===== src/rtl/sync_fifo_prog.sv =====
// Single-clock FIFO with fill count, programmable almost-full/almost-empty and sticky error flags.
// Define FIFO_FWFT_EN for a first-word-fall-through read port; the default is registered read.
module sync_fifo_prog #(
   parameter int DWIDTH    = 32,
   parameter int ADEPTH    = 5,
   parameter int AF_THRESH = 2**ADEPTH-2,
   parameter int AE_THRESH = 2
) (
   input  logic              CLK,
   input  logic              RST,
   input  logic              WR_EN,
   input  logic [DWIDTH-1:0] DIN,
   output logic              FULL,
   output logic              ALMOST_FULL,
   output logic              OVERFLOW,
   input  logic              RD_EN,
   output logic [DWIDTH-1:0] DOUT,
   output logic              EMPTY,
   output logic              ALMOST_EMPTY,
   output logic              UNDERFLOW,
   output logic [ADEPTH:0]   COUNT,
   input  logic              CLR_ERR
);

   localparam int              DEPTH   = 2**ADEPTH;
   localparam logic [ADEPTH:0] DEPTH_C = (ADEPTH+1)'(DEPTH);
   localparam logic [ADEPTH:0] AF_C    = (ADEPTH+1)'(AF_THRESH);
   localparam logic [ADEPTH:0] AE_C    = (ADEPTH+1)'(AE_THRESH);

   logic [DWIDTH-1:0] mem [DEPTH];
   logic [ADEPTH:0]   wr_ptr;
   logic [ADEPTH:0]   rd_ptr;
   logic              wr_acc;
   logic              rd_acc;
   logic              arr_pop;

   function automatic logic [ADEPTH:0] next_count(input logic [ADEPTH:0] c,
                                                  input logic w, input logic r);
      case ({w, r})
         2'b10:   return c + 1'b1;
         2'b01:   return c - 1'b1;
         default: return c;
      endcase
   endfunction

   assign FULL         = (COUNT == DEPTH_C);
   assign ALMOST_FULL  = (COUNT >= AF_C);
   assign ALMOST_EMPTY = (COUNT <= AE_C);
   assign wr_acc       = WR_EN & ~FULL;

`ifdef FIFO_FWFT_EN
   // Output register holds the head word; COUNT includes it, so the array never exceeds DEPTH-1 then.
   logic            out_vld_p1;
   logic [ADEPTH:0] arr_cnt;

   assign arr_cnt = wr_ptr - rd_ptr;
   assign EMPTY   = ~out_vld_p1;
   assign rd_acc  = RD_EN & out_vld_p1;
   assign arr_pop = (~out_vld_p1 | rd_acc) & (arr_cnt != '0);

   always_ff @(posedge CLK or negedge RST) begin
      if (!RST) begin
         out_vld_p1 <= 1'b0;
         DOUT       <= '0;
      end else if (arr_pop) begin
         out_vld_p1 <= 1'b1;
         DOUT       <= mem[rd_ptr[ADEPTH-1:0]];
      end else if (rd_acc) begin
         out_vld_p1 <= 1'b0;
      end
   end
`else
   assign EMPTY   = (COUNT == '0);
   assign rd_acc  = RD_EN & ~EMPTY;
   assign arr_pop = rd_acc;

   always_ff @(posedge CLK or negedge RST) begin
      if (!RST)
         DOUT <= '0;
      else if (rd_acc)
         DOUT <= mem[rd_ptr[ADEPTH-1:0]];
   end
`endif

   // Storage array: not reset, written only on accepted writes.
   always_ff @(posedge CLK) begin
      if (wr_acc)
         mem[wr_ptr[ADEPTH-1:0]] <= DIN;
   end

   always_ff @(posedge CLK or negedge RST) begin
      if (!RST) begin
         wr_ptr    <= '0;
         rd_ptr    <= '0;
         COUNT     <= '0;
         OVERFLOW  <= 1'b0;
         UNDERFLOW <= 1'b0;
      end else begin
         if (wr_acc)
            wr_ptr <= wr_ptr + 1'b1;
         if (arr_pop)
            rd_ptr <= rd_ptr + 1'b1;
         COUNT     <= next_count(COUNT, wr_acc, rd_acc);
         // A new error in the same cycle as CLR_ERR keeps the flag set.
         OVERFLOW  <= (WR_EN & FULL)  | (OVERFLOW  & ~CLR_ERR);
         UNDERFLOW <= (RD_EN & EMPTY) | (UNDERFLOW & ~CLR_ERR);
      end
   end

endmodule


===== config.mk =====
export PLATFORM = sky130hd
export DESIGN_NAME = sync_fifo_prog
export DESIGN_NICKNAME = d
export VERILOG_FILES = /design/src/rtl/sync_fifo_prog.sv
export SDC_FILE = /design/constraint.sdc
export NUM_CORES = 1
export LEC_CHECK = 0
export CAP_MARGIN = 5
export CORE_UTILIZATION = 38
export CTS_BUF_LIST = sky130_fd_sc_hd__clkbuf_8
export CTS_CLUSTER_SIZE = 8
export DETAILED_ROUTE_END_ITERATION = 7
export GPL_ROUTABILITY_DRIVEN = 1
export HOLD_SLACK_MARGIN = 0.03
export SYNTH_ARGS = -nofsm -noshare
export SYNTH_HDL_FRONTEND = slang
export SYNTH_SLANG_ARGS = --single-unit

===== constraint.sdc =====
create_clock -name CLK -period 3.15 [get_ports CLK]
set_input_delay 0.945 -clock CLK [delete_from_list [all_inputs] [get_ports CLK]]
set_output_delay 0.945 -clock CLK [all_outputs]
set_load 0.05 [all_outputs]

==> flow_summary.json, run 1 <==
{
  "power_frac_clock_pct": 25.0,
  "holdWs_ns": 0.493,
  "antenna_found_initial": 4,
  "synth_flop_cell": "edfxtp_1",
  "reg2reg_slack_ns": 0.05,
  "dp.cells": 3662,
  "hp-class": "register to register",
  "finalWirelength_um": 106000,
  "max_freq_mhz": 318,
  "coreArea_um2": 109000,
  "cp.required_ns": 2.20,
  "powerDensity_nw_per_um2": 865,
  "finClkSkew_ns": 0.0422,
  "worst_skew_pair.late_latency_ns": 0.85,
  "ys_seq_area_share_pct": 76.7,
  "relSlewSlack_pct": 46.7,
  "min_from": "DOUT[3]",
  "place_hpwl_um": 65800,
  "reg2reg_to": "DOUT[22]",
  "grt_max_degree": 72,
  "r2r_cells": 8,
  "p_int_mw": 28.0,
  "layout_setup_ws_ns": 0.00660,
  "cp.arrival_ns": 2.20,
  "mostFrequentLayoutCell": "edfxtp_1",
  "rows": 121,
  "die_w_um": 333,
  "cap_violations": 0,
  "globalRoute.totalOverflow": 0,
  "ioPinCount": 81,
  "total_power_mw": 42.8,
  "p_seq_share_pct": 41.2,
  "swShare_pct": 34.5,
  "hold_viol_final": 0,
  "antenna_left": 0,
  "globalplace.congestion": 0.826,
  "ys.warnings.count": 0,
  "finalCritPeriodShare_pct": 99.8,
  "layout_common_cells": "1024 x edfxtp_1, 178 x clkbuf_8, 167 x mux2i_1",
  "die_h_um": 333,
  "first_iter_violations": 2334,
  "status": "finished clean",
  "cts_buffer_depth": 3,
  "cp_max_fo": 5,
  "postLayoutCoreUtil_pct": 45.4,
  "synthArstFlopShare_pct": 4.66,
  "comb_power_share_pct": 33.9,
  "clkTransAtPathRegs_ns": 0.07,
  "path_class": "register to output pin",
  "ys_seq_elements": 1074,
  "avgSynthCellArea_um2": 19.8,
  "nets": 2477,
  "cts.sinks": 1074,
  "period_minus_slack_ns": 3.14,
  "grt_usage_pct": 19.2,
  "final_area_um2": 49400,
  "p_sw_mw": 14.8,
  "via_count": 21724,
  "nFillCells": 9159,
  "cp_cell_sequence": "or3_4 -> nor4b_4 -> buf_6",
  "vias_per_cell": 5.47,
  "ir_worst_vdd_mv": 0.577,
  "worstMarginPinSlew_ns": 0.799,
  "drc": 0,
  "crit_family": "simple AND/OR/NAND/NOR gates",
  "cts_buffers": 170,
  "stdcell_count": 3970,
  "io_buffer_count": 80,
  "critPathLaunchType": "register",
  "pre_cts_ws_ns": 0.187,
  "tritoncts": "done",
  "cp_num_buf_inv": 1,
  "rr_startpoint": "rd_ptr[0]",
  "whs_path_depth": 2,
  "grt_pass1_vias": 22456,
  "hold_end": "DOUT[3]",
  "rsz0062_at_grt": "yes",
  "initial_core_util_pct": 38.3,
  "critPathMaxStageDelay_ns": 0.44,
  "crit_path_end_kind": "output pin",
  "p_leak_nw": 16.5,
  "cp_slowest_cell": "dfrtp_2",
  "synth_cell_types": 50,
  "synth_edf_count": 1024,
  "placed_area_um2": 46300,
  "layout-drive-gt1-share_pct": 27.6,
  "setup_viol_count_final": 0,
  "wire_per_inst_um": 26.7,
  "cts_max_level": 4,
  "synth_cells": 2112,
  "syn-num-nets": 2157,
  "die_area_um2": 111000,
  "tns_ns": 0,
  "grt_pass1_wl_um": 154000,
  "cts-root-buf": "clkbuf_8",
  "area_growth_pct": 18.5,
  "dr.pass1.iters": 8,
  "drv_slew": 0,
  "syn_area_um2": 41700
}
==> cells by family after synthesis <==
logic type / Yosys count / share of synthesized area, %
xor gates and xnor gates: 15 / 0.315
buffers and inverters: 136 / 1.53
muxes: 451 / 15.0
DFF: 1074 / 76.7
AOI/OAI and AO/OA: 275 / 4.52
adders and majority gates: 8 / 0.240
and+or+nand+nor: 153 / 1.69
==> routing by layer <==
metal / vias up / global-route usage (%) / wire (µm)
met5: - / 0 / 0
met4: 0 / 5.09 / 1780
met3: 130 / 4.95 / 8880
met2: 893 / 29.4 / 49200
met1: 11409 / 27.1 / 46200
li1: 9292 / - / -
==> synth_stat cells, types with 10 or more instances <==
cell | count | area, µm²
edfxtp_1 | 1024 | 30700
mux2i_1 | 167 | 1670
mux4_2 | 124 | 2790
mux2_2 | 121 | 1360
a21oi_1 | 102 | 510
nand2_1 | 77 | 289
clkbuf_1 | 70 | 263
dfrtp_1 | 50 | 1250
mux2_1 | 39 | 439
nor2_1 | 38 | 143
buf_2 | 36 | 180
a22o_1 | 33 | 289
a221oi_1 | 31 | 272
a222oi_1 | 31 | 310
o211ai_1 | 31 | 233
o21ai_1 | 31 | 155
buf_4 | 10 | 75.1
nor2b_1 | 10 | 62.6
==> worst register-to-register path, stage by stage (launching register included) <==
cell      delay [ns]
dfrtp_4         0.64
buf_12          0.30
buf_12          0.26
mux2_1          0.35
a222oi_1        0.70
o211ai_1        0.29
buf_4           0.25
nand2_1         0.10
o21ai_1         0.08
==> state kept, by name (all words and copies together), names as in the netlist <==
register,flops
rd_ptr,5
UNDERFLOW,1
OVERFLOW,1
DOUT,32
COUNT,6
mem,1024
wr_ptr,5
==> area by class of cell <==
| type | count | area [µm²] | share of cell area, % |
|---|---|---|---|
| multi-input combinational | 902 | 9410 | 19.0 |
| clock inverter | 116 | 559 | 1.13 |
| sequential | 1074 | 32000 | 64.8 |
| timing repair buffer | 277 | 3200 | 6.48 |
| inverter | 7 | 28.8 | 0.0582 |
| antenna | 2 | 5.00 | 0.0101 |
| tap | 1414 | 1770 | 3.58 |
| clock buffer | 178 | 2450 | 4.95 |
==> power groups by stage <==
stage	combinational (mW)	clock, mW	sequential, mW
after floorplan	8.05	0	18.3
after global placement	14.3	0	17.9
after detailed placement	14.4	0	17.9
after CTS	14.6	10.9	17.6
after global routing	15.3	11.5	17.7
final	14.5	10.7	17.6
==> timing repair <==
item | CTS | global route
endpoints found under the hold margin | 10 | 0
endpoints found under the setup margin | 13 | 4
pin swaps | 4 | 1
hold buffers | 1 | 0
gates cloned | 0 | 0
resized for setup | 12 | 2
buffers inserted | 11 | 0
==> how the worst max path moves through the flow <==
| stage | endpoint | cells past startpoint | start |
|---|---|---|---|
| after global routing | FULL | 3 | COUNT[2] |
| after global placement | DOUT[22] | 8 | rd_ptr[0] |
| after floorplan | COUNT[4] | 16 | COUNT[1] |
| after detailed placement | DOUT[22] | 8 | rd_ptr[0] |
| final | FULL | 3 | COUNT[2] |
| after CTS | FULL | 3 | COUNT[2] |
No activity file was read; power rests on OpenSTA's default activity.
==> inputs of run 2 (changes only) <==
==> constraint.sdc (replaced) <==
create_clock -name CLK -period 3.1 [get_ports CLK]
set_input_delay 0.93 -clock CLK [delete_from_list [all_inputs] [get_ports CLK]]
set_output_delay 0.93 -clock CLK [all_outputs]
set_load 0.05 [all_outputs]
==> run 2 against run 1 <==
Against the previous run:
- sequential share of layout area about the same
- worst hold slack worse by 0.40 ns
- routed wire length down 0.71%
- global-route usage down 0.24 points
- design area about the same
- highest routed layer is now met5
==> flow_summary.json, run 2 (synthesized netlist as in run 1, its figures left out) <==
{
  "status": "finished clean",
  "finClkSkew_ns": 0.0393,
  "die_h_um": 333,
  "die_w_um": 333,
  "nets": 2464,
  "nFillCells": 9159,
  "tritoncts": "done",
  "wire_per_inst_um": 26.6,
  "grt_usage_pct": 18.9,
  "mostFrequentLayoutCell": "edfxtp_1",
  "relSlewSlack_pct": 42.3,
  "antenna_found_initial": 12,
  "cts_buffer_depth": 3,
  "area_growth_pct": 18.4,
  "cts_max_level": 4,
  "antenna_left": 0,
  "hold_buffers": 0,
  "first_iter_violations": 2377,
  "total_power_mw": 43.1,
  "cts_buffers": 171,
  "clkTransAtPathRegs_ns": 0.06,
  "place_hpwl_um": 66000,
  "hold_viol_final": 0,
  "setup_viol_count_final": 0,
  "worstMarginPinSlew_ns": 0.865,
  "p_leak_nw": 16.5,
  "period_minus_slack_ns": 3.08,
  "grt_pass1_wl_um": 153000,
  "largest_reg_flops": 1024,
  "cts-root-buf": "clkbuf_8",
  "reg2reg_slack_ns": 0.18,
  "crit_path_end_kind": "output pin",
  "drv_slew": 0,
  "rows": 121,
  "drc": 0,
  "dr.pass1.iters": 8,
  "cp_max_fo": 4,
  "io_buffer_count": 80,
  "hp-class": "input port to async pin",
  "layout-drive-gt1-share_pct": 27.3,
  "cap_violations": 0,
  "multiInputGateArea_um2": 9430,
  "powerDensity_nw_per_um2": 873,
  "postLayoutCoreUtil_pct": 45.4,
  "layout_common_cells": "1024 x edfxtp_1, 175 x clkbuf_8, 167 x mux2i_1",
  "rsz0062_at_grt": "yes",
  "cts.sinks": 1074,
  "holdWs_ns": 0.0942,
  "vias_per_cell": 5.45,
  "path_class": "register to output pin",
  "cp.required_ns": 2.17,
  "ioPinCount": 81,
  "finalCritPeriodShare_pct": 99.3,
  "seq_area_um2": 32000,
  "die_area_um2": 111000,
  "globalRoute.totalOverflow": 0,
  "critPathLaunchType": "register",
  "grt_max_degree": 80,
  "finalWirelength_um": 105000,
  "cp.arrival_ns": 2.15,
  "globalplace.congestion": 0.841,
  "tns_ns": 0,
  "worst_skew_pair.late_latency_ns": 0.84,
  "grt_pass1_vias": 22194,
  "max_freq_mhz": 325,
  "ir_worst_vdd_mv": 0.493,
  "via_count": 21593,
  "coreArea_um2": 109000,
  "initial_core_util_pct": 38.3
}
run 2: cell types whose count changed in the layout (fill, tap and decap cells not counted), sizes merged:
cell,previous run,this run
clkinv,34,40
bufinv,0,2
inv,88,86
dlygate4sd3,1,0
dlygate4sd2,7,24
clkbuf,179,176
dlymetal6s2s,0,1
buf,200,187
clkinvlp,1,3
clkdlybuf4s50,68,50
run 2: worst paths after layout:
path | from | to | cells past startpoint
min reg2reg | DOUT[29] | DOUT[29] | 2
max | COUNT[1] | FULL | 3
max in group asynchronous | RST | DOUT[15] | 2
min in group CLK | DOUT[29] | DOUT[29] | 2
max reg2reg | rd_ptr[0] | DOUT[25] | 7
min | RST | DOUT[7] | 1
run 2: final cells by class:
| type | instances | area share (%) |
|---|---|---|
| Antenna cell | 2 | 0.0101 |
| Clock inverter | 124 | 1.30 |
| Tap cell | 1414 | 3.58 |
| Inverter | 7 | 0.0582 |
| Clock buffer | 175 | 4.87 |
| Sequential cell | 1074 | 64.8 |
| Timing Repair Buffer | 263 | 6.30 |
| Multi-Input combinational cell | 902 | 19.1 |
run 2: worst max-delay path: stages (launching register included):
cell     delay, ns
dfrtp_2       0.43
or3_4         0.43
nor4b_4       0.26
buf_6         0.20
run 2: what timing repair did:
action / in CTS / in global routing
gates cloned: 0 / 0
gates resized for setup: 30 / 8
endpoints found under the setup margin: 29 / 7
setup buffers: 11 / 2
pin swaps: 3 / 3
run 2: per-layer routing:
metal / vias up / global-route usage (%) / share of wire, %
met1: 11319 / 27.2 / 44
met5: - / 0 / 0.023
li1: 9281 / - / -
met4: 4 / 5.04 / 1.6
met2: 851 / 29.1 / 47
met3: 138 / 4.05 / 7.6
run 2: metrics by stage:
step / setup slack (ns) / instances / area (µm²)
after CTS: -0.121 / 3957 / 49400
after floorplan: -0.440 / 2112 / 41800
after global placement: -0.00932 / 3647 / 46200
after detailed placement: 0.0143 / 3647 / 46200
final: 0.0225 / 3961 / 49400
after global routing: -0.0898 / 3960 / 49400
run 2: where the power goes:
group          total [mW]  internal, mW  switching (mW)
Sequential           18.0          17.1           0.919
Combinational        14.2          5.86            8.34
Clock                10.9          5.43            5.46
